$ cat src/rtl/output_sram_writer_pkg.sv
// Shared definitions for the output SRAM writer: FSM state encoding,
// default bus widths and the matrix-size header word format.
package output_sram_writer_pkg;

   localparam int DEF_ADDR_W = 12;
   localparam int DEF_DATA_W = 16;

   // Upper byte of the size header word; the lower byte carries D.
   localparam logic [7:0] HDR_HI_BYTE = 8'h00;
   // Pad byte used when an odd pixel count leaves a half-filled word.
   localparam logic [7:0] FLUSH_LO_BYTE = 8'h00;

   typedef enum logic [2:0] {
      ST_IDLE,
      ST_HEADER,
      ST_COLLECT_HI,
      ST_COLLECT_LO,
      ST_FLUSH,
      ST_DONE
   } state_t;

   function automatic logic [15:0] header_word(input logic [7:0] dim);
      return {HDR_HI_BYTE, dim};
   endfunction

endpackage

$ cat src/rtl/output_sram_writer_byte_pair_packer.sv
// Byte-pair packer: holds the high byte of a word until its low byte
// arrives, and produces the zero-padded word when the matrix ends on an
// odd pixel.
module output_sram_writer_byte_pair_packer
   import output_sram_writer_pkg::*;
(
   input  logic        clk,
   input  logic        srst,
   input  logic        clear,
   input  logic        hi_load,
   input  logic [7:0]  pix_byte,
   input  logic        flush,
   output logic [15:0] word
);

   logic [7:0] hi_byte_reg;

   // Capture the high byte; a new matrix or reset drops any partial word.
   always_ff @(posedge clk) begin
      if (srst || clear) begin
         hi_byte_reg <= 8'h00;
      end else if (hi_load) begin
         hi_byte_reg <= pix_byte;
      end
   end

   // Word seen by the writer: paired with the live pixel, or padded on flush.
   always_comb begin
      word = {hi_byte_reg, pix_byte};
      if (flush) begin
         word = {hi_byte_reg, FLUSH_LO_BYTE};
      end
   end

endmodule

$ cat src/rtl/output_sram_writer.sv
// Output SRAM writer: packs a D x D matrix of 8-bit ReLU pixels into
// 16-bit words and writes them to consecutive SRAM addresses.
// Optional feature: define OSRAM_SIZE_HEADER_EN to prefix every matrix
// with a {8'h00, D} size word.
// Note: reset_b is an active-high synchronous reset despite its name.
module output_sram_writer
   import output_sram_writer_pkg::*;
#(
   parameter int                ADDR_W    = DEF_ADDR_W,
   parameter int                DATA_W    = DEF_DATA_W,
   parameter logic [ADDR_W-1:0] BASE_ADDR = '0
) (
   input  logic              clk,
   input  logic              reset_b,
   input  logic              mat_start,
   input  logic [7:0]        mat_dim,
   input  logic              pix_valid,
   input  logic [7:0]        pix_data,
   output logic              pix_ready,
   output logic              output_sram_write_enable,
   output logic [ADDR_W-1:0] output_sram_write_addresss,
   output logic [DATA_W-1:0] output_sram_write_data,
   output logic              writer_busy,
   output logic              mat_done
);

   state_t            state_reg, state_next;
   logic [7:0]        dim_reg;
   logic [12:0]       pix_cnt_reg;
   logic [ADDR_W-1:0] wr_ptr_reg;
   logic              we_reg;
   logic [ADDR_W-1:0] addr_reg;
   logic [DATA_W-1:0] data_reg;
   logic              done_reg;

   logic [15:0] dim_sq;
   logic [12:0] cnt_inc;
   logic        last_pix;
   logic        accept;
   logic        start_accept;
   logic        pix_ready_c;
   logic        busy_c;
   logic        issue_write;
   logic        hi_load;
   logic        flush_sel;
   logic        header_sel;
   logic [15:0] packer_word;
   logic [15:0] wr_word;

   assign dim_sq       = {8'h00, dim_reg} * {8'h00, dim_reg};
   assign cnt_inc      = pix_cnt_reg + 13'd1;
   assign last_pix     = ({3'b000, cnt_inc} == dim_sq);
   assign accept       = pix_valid & pix_ready_c;
   // mat_start is only honoured from IDLE, so a pulse mid-matrix is dropped.
   assign start_accept = (state_reg == ST_IDLE) & mat_start;

   // State register.
   always_ff @(posedge clk) begin
      if (reset_b) begin
         state_reg <= ST_IDLE;
      end else begin
         state_reg <= state_next;
      end
   end

   // Next-state logic; DONE always lasts one cycle before returning to IDLE.
   always_comb begin
      state_next = state_reg;
      case (state_reg)
         ST_IDLE: begin
            if (mat_start) begin
`ifdef OSRAM_SIZE_HEADER_EN
               state_next = ST_HEADER;
`else
               state_next = (mat_dim == 8'd0) ? ST_DONE : ST_COLLECT_HI;
`endif
            end
         end
         ST_HEADER: begin
            state_next = (dim_reg == 8'd0) ? ST_DONE : ST_COLLECT_HI;
         end
         ST_COLLECT_HI: begin
            if (accept) begin
               state_next = last_pix ? ST_FLUSH : ST_COLLECT_LO;
            end
         end
         ST_COLLECT_LO: begin
            if (accept) begin
               state_next = last_pix ? ST_DONE : ST_COLLECT_HI;
            end
         end
         ST_FLUSH: state_next = ST_DONE;
         ST_DONE:  state_next = ST_IDLE;
         default:  state_next = ST_IDLE;
      endcase
   end

   // Per-state handshake and write-issue decode.
   always_comb begin
      pix_ready_c = 1'b0;
      busy_c      = 1'b1;
      issue_write = 1'b0;
      hi_load     = 1'b0;
      flush_sel   = 1'b0;
      header_sel  = 1'b0;
      case (state_reg)
         ST_IDLE: busy_c = 1'b0;
         ST_HEADER: begin
            issue_write = 1'b1;
            header_sel  = 1'b1;
         end
         ST_COLLECT_HI: begin
            pix_ready_c = 1'b1;
            hi_load     = accept;
         end
         ST_COLLECT_LO: begin
            pix_ready_c = 1'b1;
            issue_write = accept;
         end
         ST_FLUSH: begin
            issue_write = 1'b1;
            flush_sel   = 1'b1;
         end
         default: ;
      endcase
   end

   output_sram_writer_byte_pair_packer byte_pair_packer (
      .clk      (clk),
      .srst     (reset_b),
      .clear    (start_accept),
      .hi_load  (hi_load),
      .pix_byte (pix_data),
      .flush    (flush_sel),
      .word     (packer_word)
   );

   assign wr_word = header_sel ? header_word(dim_reg) : packer_word;

   // Matrix bookkeeping and registered SRAM port; the address pointer
   // survives across matrices and only reset returns it to BASE_ADDR.
   always_ff @(posedge clk) begin
      if (reset_b) begin
         dim_reg     <= 8'h00;
         pix_cnt_reg <= 13'd0;
         wr_ptr_reg  <= BASE_ADDR;
         we_reg      <= 1'b0;
         addr_reg    <= '0;
         data_reg    <= '0;
         done_reg    <= 1'b0;
      end else begin
         we_reg   <= issue_write;
         done_reg <= (state_reg == ST_DONE);
         if (start_accept) begin
            dim_reg     <= mat_dim;
            pix_cnt_reg <= 13'd0;
         end else if (accept) begin
            pix_cnt_reg <= cnt_inc;
         end
         if (issue_write) begin
            addr_reg   <= wr_ptr_reg;
            data_reg   <= DATA_W'(wr_word);
            wr_ptr_reg <= wr_ptr_reg + ADDR_W'(1);
         end
      end
   end

   assign pix_ready                  = pix_ready_c;
   assign writer_busy                = busy_c;
   assign output_sram_write_enable   = we_reg;
   assign output_sram_write_addresss = addr_reg;
   assign output_sram_write_data     = data_reg;
   assign mat_done                   = done_reg;

endmodule

$ cat config.mk
export PLATFORM = sky130hd
export DESIGN_NAME = output_sram_writer
export DESIGN_NICKNAME = d
export VERILOG_FILES = /design/src/rtl/output_sram_writer_pkg.sv /design/src/rtl/output_sram_writer_byte_pair_packer.sv /design/src/rtl/output_sram_writer.sv
export SDC_FILE = /design/constraint.sdc
export NUM_CORES = 1
export LEC_CHECK = 0
export CAP_MARGIN = 20
export CELL_PAD_IN_SITES_DETAIL_PLACEMENT = 2
export CELL_PAD_IN_SITES_GLOBAL_PLACEMENT = 2
export CORE_UTILIZATION = 34
export CTS_CLUSTER_SIZE = 12
export DETAILED_ROUTE_END_ITERATION = 10
export GPL_ROUTABILITY_DRIVEN = 0
export PLACE_DENSITY_LB_ADDON = 0.1
export SLEW_MARGIN = 20
export SYNTH_ARGS = -nofsm -noshare
export SYNTH_HDL_FRONTEND = slang
export SYNTH_SLANG_ARGS = --single-unit
$ cat constraint.sdc
create_clock -name clk -period 6.09 [get_ports clk]
set_input_delay 0.609 -clock clk [delete_from_list [all_inputs] [get_ports clk]]
set_output_delay 0.609 -clock clk [all_outputs]
set_load 0.02 [all_outputs]
Word-level counts from Yosys, hierarchy flattened
Cells that the tools add are included.
{ "word_totals": {"output_inout_bits": 32, "regBits": 74} }
{ "classes": {"n_addsub": 2, "n_mux": 16, "reduce_logical": 8, "bitwise": 2, "n_mul": 1, "eq_ne": 9} }
{ "ops": {"columns": ["cell", "count"], "rows": [
  ["3-bit two-way mux", 7],
  ["13-bit by 16-bit equality test with 1-bit output", 1],
  ["8-bit logical NOT", 2],
  ["8-bit by 8-bit multiplier with 16-bit output", 1],
  ["16-bit two-way mux", 1],
  ["3-bit one-hot mux with 5 select lines", 1],
  ["13-bit by 1-bit adder with 13-bit output, second input constant", 1],
  ["12-bit by 1-bit adder with 12-bit output, second input constant", 1],
  ["8-bit two-way mux", 1],
  ["3-bit by 2-bit equality test with 1-bit output, second input constant", 2],
  ["3-bit equality test, second input constant", 2],
  ["2-bit inequality test, second input constant", 3],
  ["2-bit OR reduction", 3],
  ["1-bit two-way mux", 5],
  ["3-bit by 1-bit equality test with 1-bit output, second input constant", 1],
  ["3-bit logical NOT", 1],
  ["3-bit AND reduction", 1],
  ["1-bit bitwise AND", 2],
  ["1-bit one-hot mux with 2 select lines", 1],
  ["1-bit logical OR", 1]
]} }

Longest topological paths before layout
{ "logic_depth": {"word_depth": 6, "ltp_mapped": 20, "depth_no_buf": 19} }

By module
Synthesis repeated with hierarchy kept, for this count alone.
{ "unflattened": {"cells_unflattened": 631, "area_unflattened_um2": 5048.6} }
{ "modules_own_cells": {"columns": ["mod", "area_per_inst_um2", "instances", "cells_per_inst"], "rows": [
  ["output_sram_writer", 4703.3, 1, 596],
  ["output_sram_writer_byte_pair_packer", 345.3, 1, 35]
]} }

Least setup slack after synthesis
Ideal clock, no wire load.
{ "synth_timing": {"kind": "reg2reg", "start": "register dim_reg[2]", "end": "register state_reg[0]", "setup_time_ps": 117, "path_slack_ps": 1348, "stages_incl_launch_ff": 17, "n_path_buf": 1, "t_arrival_ps": 4625, "path_cell_list": "dfxtp_1 clkbuf_1 nand2_1 fa_1 fa_1 fa_1 inv_1 fa_1 ha_1 a211oi_1 o21bai_1 or2_1 o22ai_1 nand3_1 nor4_4 mux2i_1 nand2_1"} }
{ "synth_via": {"elab_chain_cells": 5, "elab_cells_between_ends": 9, "cone_classes": "mul (1); eq/ne (1); mux (6); reduce/logical (1)"} }
{ "synth_rtl": {"columns": ["item", "line", "source"], "rows": [
  ["start, declared", "output_sram_writer.sv:28", "logic [7:0] dim_reg;"],
  ["start signal, assigned", "output_sram_writer.sv:155", "dim_reg <= mat_dim;"],
  ["8-bit by 8-bit multiplier with 16-bit output", "output_sram_writer.sv:50", "assign dim_sq = {8'h00, dim_reg} * {8'h00, dim_reg};"],
  ["13-bit by 16-bit equality test with 1-bit output", "output_sram_writer.sv:52", "assign last_pix = ({3'b000, cnt_inc} == dim_sq);"],
  ["3-bit two-way mux, on equally long branches", "output_sram_writer.sv:89, output_sram_writer.sv:84", null],
  ["3-bit two-way mux, on equally long branches", "output_sram_writer.sv:88, output_sram_writer.sv:83", null],
  ["3-bit one-hot mux with 5 select lines *", "output_sram_writer.sv:69", "case (state_reg)"],
  ["end signal, assigned", "output_sram_writer.sv:62", "state_reg <= state_next;"],
  ["end, declared", "output_sram_writer.sv:27", "state_t state_reg, state_next;"]
]} }
Every way passes the cells marked *; elsewhere a longest branch is shown, timed or not. The select of a mux whose other input is x is not followed.
A chain may end at the register's enable or synchronous reset.

Worst setup path in the final report
Same ends and word-level chain as after synthesis.

==> results.md <==
- Status: completed
- Leakage power: 0.00228 uW
- Unrepaired setup endpoints after global routing: no
- Hold buffers post-CTS: 0
- Cts repair resizes: 0
- Actual slew at the worst max-slew pin: roughly 940 ps
- Min-delay worst type: flop to flop
- Die span in x: 123 um
- Vias in the first global route: 4871
- Multi-input logic area: about 0.0032 sq mm
- Vias: roughly 4500
- Nets: 734
- Reg2reg setup slack: 970 ps
- Syn_nets: between 700 and 800
- 1st-iter DRT viols: 169
- Post-DP HPWL: roughly 12000 um
- Root buffer cell: clkbuf_16
- Total CTS buffers: 9
- Ys flop type: dfxtp_1
- Sequential-to-total area share from yosys stat: 29.6%
- Synth top cells by count: nand2_1 (103), dfxtp_1 (74), inv_1 (53)
- Fill count: approximately 1600
- Die ar.: roughly 0.015 sq mm
- Crit end category: flop
- Post-route clock period utilization: roughly 84%
- Row count: between 40 and 50
- Pint: between 900 and 1000 uW
- HP Start: output_sram_write_addresss[3]
- Post-route insts no fill: between 800 and 900
- WHS: 457 ps
- DRC: 0
- Post-Syn Area per Cell: between 7 and 8 sq um
- P_sw: about 480 uW
- Synth area leader: dfxtp_1
- Post-CTS Setup Inserts: 0
- Final Hold Vio Count: 0
- Sw frac: around a third
- Metal2 WL: a little under 8000 um
- Yosys warnings: 0
- Gate Count Post-Synth: 632
- Total power draw: 1460 uW
- Worst R2R End: state_reg[0]
- Most common cell in the synthesized netlist: nand2_1
- Slew Viols, Final: 0
- Critical Path Fanout Max: 15
- Maximum number of pins on one net before global-route repair: 50
- Met3 WL post-DR: 285 um
- Mapped cell area: between 0.004 and 0.005 sq mm
- Critical Path AT: around 5300 ps
- Hold path endpoint: output_sram_write_addresss[3]
- PortBufs: between 50 and 60
- Post-route setup TNS: 0 ps
- TritonRoute pass-1 iters: 4
- Fin Clk Skew: 8.03 ps
- Worst r2r src: dim_reg[2]
- Gr usage total: 21.4%
- Synthesis-stage register bit count: 74
- Top Metal Used: met4
- CP Class: flop to flop
- Global-route wire length before repair: around 25000 um
- Asr flop ratio synth: 0%
- Slew headroom: between 30% and 40%
- Share of cells above drive strength 1: around 4.6%
- DRT antenna net count: 0
- Register area: roughly 0.0015 sq mm
- Max Freq: around 200 MHz
- Core Area: between 0.01 and 0.015 sq mm
- Max reg flops: 16
- Number of max-cap violations: 0
- Die Y: roughly 120 um
- Post-layout minimum cycle time: slightly above 5000 ps
- Worst VDD drop: about 0.12 mV
- Combinational share of power: roughly a quarter
- Pwr/cell area: 247 mW/mm^2
- Sequential power share: 38.2%
- Routed WL: around 15000 um
- CTS tree: built
- TritonCTS sink count: 74
- Final Util: a little over two fifths
- Largest cells by area after synthesis: dfxtp_1 (30%), fa_1 (8.8%), nand2_1 (7.7%), ha_1 (7.3%), a21oi_1 (5.1%)
- Hold Crit Depth: 2
- Initial Util: 35.5%
- Clock power share: between 30 and 40%
- Initial antenna violation count: 0
- P&R area growth vs syn: 18.3%
- M1 WL: just under 7000 um
- Placed Instances: around 830
- Clock transition at path regs: 60 ps
- Worst r2r path cells: 15
- Worst-Skew Late Latency: about 340 ps
- Synth top area share: 29.6%
- Final setup violating endpoints: 0
- Clock buffer depth: 2
- Io pins: 52
- EDFF count, synth: 0
- Vias per cell: around 5.3
- GRT overflow: 0
- WL per Instance: between 15 and 20 um
- H-tree Lvls: 3
- Setup crit start kind: flop
- Worst EP required: between 6000 and 7000 ps
- Number of distinct library cells after synthesis: 53
- Number of diodes: 0
-- through the flow --
stage | instance area (sq um) | setup WS [ps]
2_1_floorplan | 5000 | 1350
3_3_place_gp | 5620 | 1130
3_5_place_dp | 5620 | 964
4_1_cts | 5910 | 934
5_1_grt | 5910 | 590
6_report | 5910 | 973
-- logic make-up (layout without fill, tap and decap cells) --
family	after synthesis	count (layout)	share of synthesized area [%]
AO/OA/AOI/OAI	113	113	13.7
buffers and inverters	85	120	6.51
flip-flops	74	74	29.6
multiplexers	3	3	0.651
XOR/XNOR	49	49	8.59
AND/OR/NAND/NOR	256	256	24.7
adder cells (fa/ha/maj)	52	52	16.3
-- layer usage --
metal / up-vias / track usage (%)
met1: 2232 / 25.9
met2: 59 / 38.5
met3: 19 / 2.63
met4: 0 / 8.28
li1: 2180 / -
met5: - / 0
-- layout by cell type, fill, tap and decap left out, drive strengths merged, types with 11 or more instances in the layout --
master / n
clkdlybuf4s50: 50
xnor2: 27
clkbuf: 11
nor3: 13
ha: 29
dfxtp: 74
and2: 16
a21oi: 51
o22ai: 13
nand2: 104
fa: 22
xor2: 22
nand3: 21
o21ai: 14
nand2b: 11
nor2: 49
inv: 53
-- power groups by stage --
| stage | Combinational (uW) | Clock (uW) | Sequential (uW) |
|---|---|---|---|
| global route | 406 | 570 | 564 |
| CTS | 376 | 547 | 558 |
| finish | 368 | 534 | 558 |
| floorplan | 259 | 0 | 546 |
| global placement | 358 | 0 | 566 |
| detailed placement | 371 | 0 | 567 |
-- cell type report --
cell class                 instances  share of cell area (%)
timing repair buffer              52                    8.68
sequential                        74                    25.1
multi-input combinational        473                    54.1
inverter                          53                    3.37
clock buffer                      11                    4.11
tap                              180                    3.81
clock inverter                     4                   0.889
-- critical path, stage by stage, from the launching register on --
cell      delay (ps)
dfxtp_1          640
nand2_1          160
fa_1             550
fa_1             520
fa_1             540
inv_1             50
fa_1             420
ha_1             360
a211oi_1         360
o21bai_1         170
or2_1            230
o22ai_1          120
nand3_1          130
nor4_4           440
mux2i_1          230
nand2_1           60
-- worst max path at each step --
stage               start           end  slack [ps]
2_1_floorplan  dim_reg[2]  state_reg[0]        1350
4_1_cts        dim_reg[2]  state_reg[0]         930
5_1_grt        dim_reg[2]  state_reg[0]         590
6_report       dim_reg[2]  state_reg[0]         970
3_3_place_gp   dim_reg[2]  state_reg[0]        1130
3_5_place_dp   dim_reg[2]  state_reg[0]         960
Note: power is estimated with default switching activity, not from simulation.
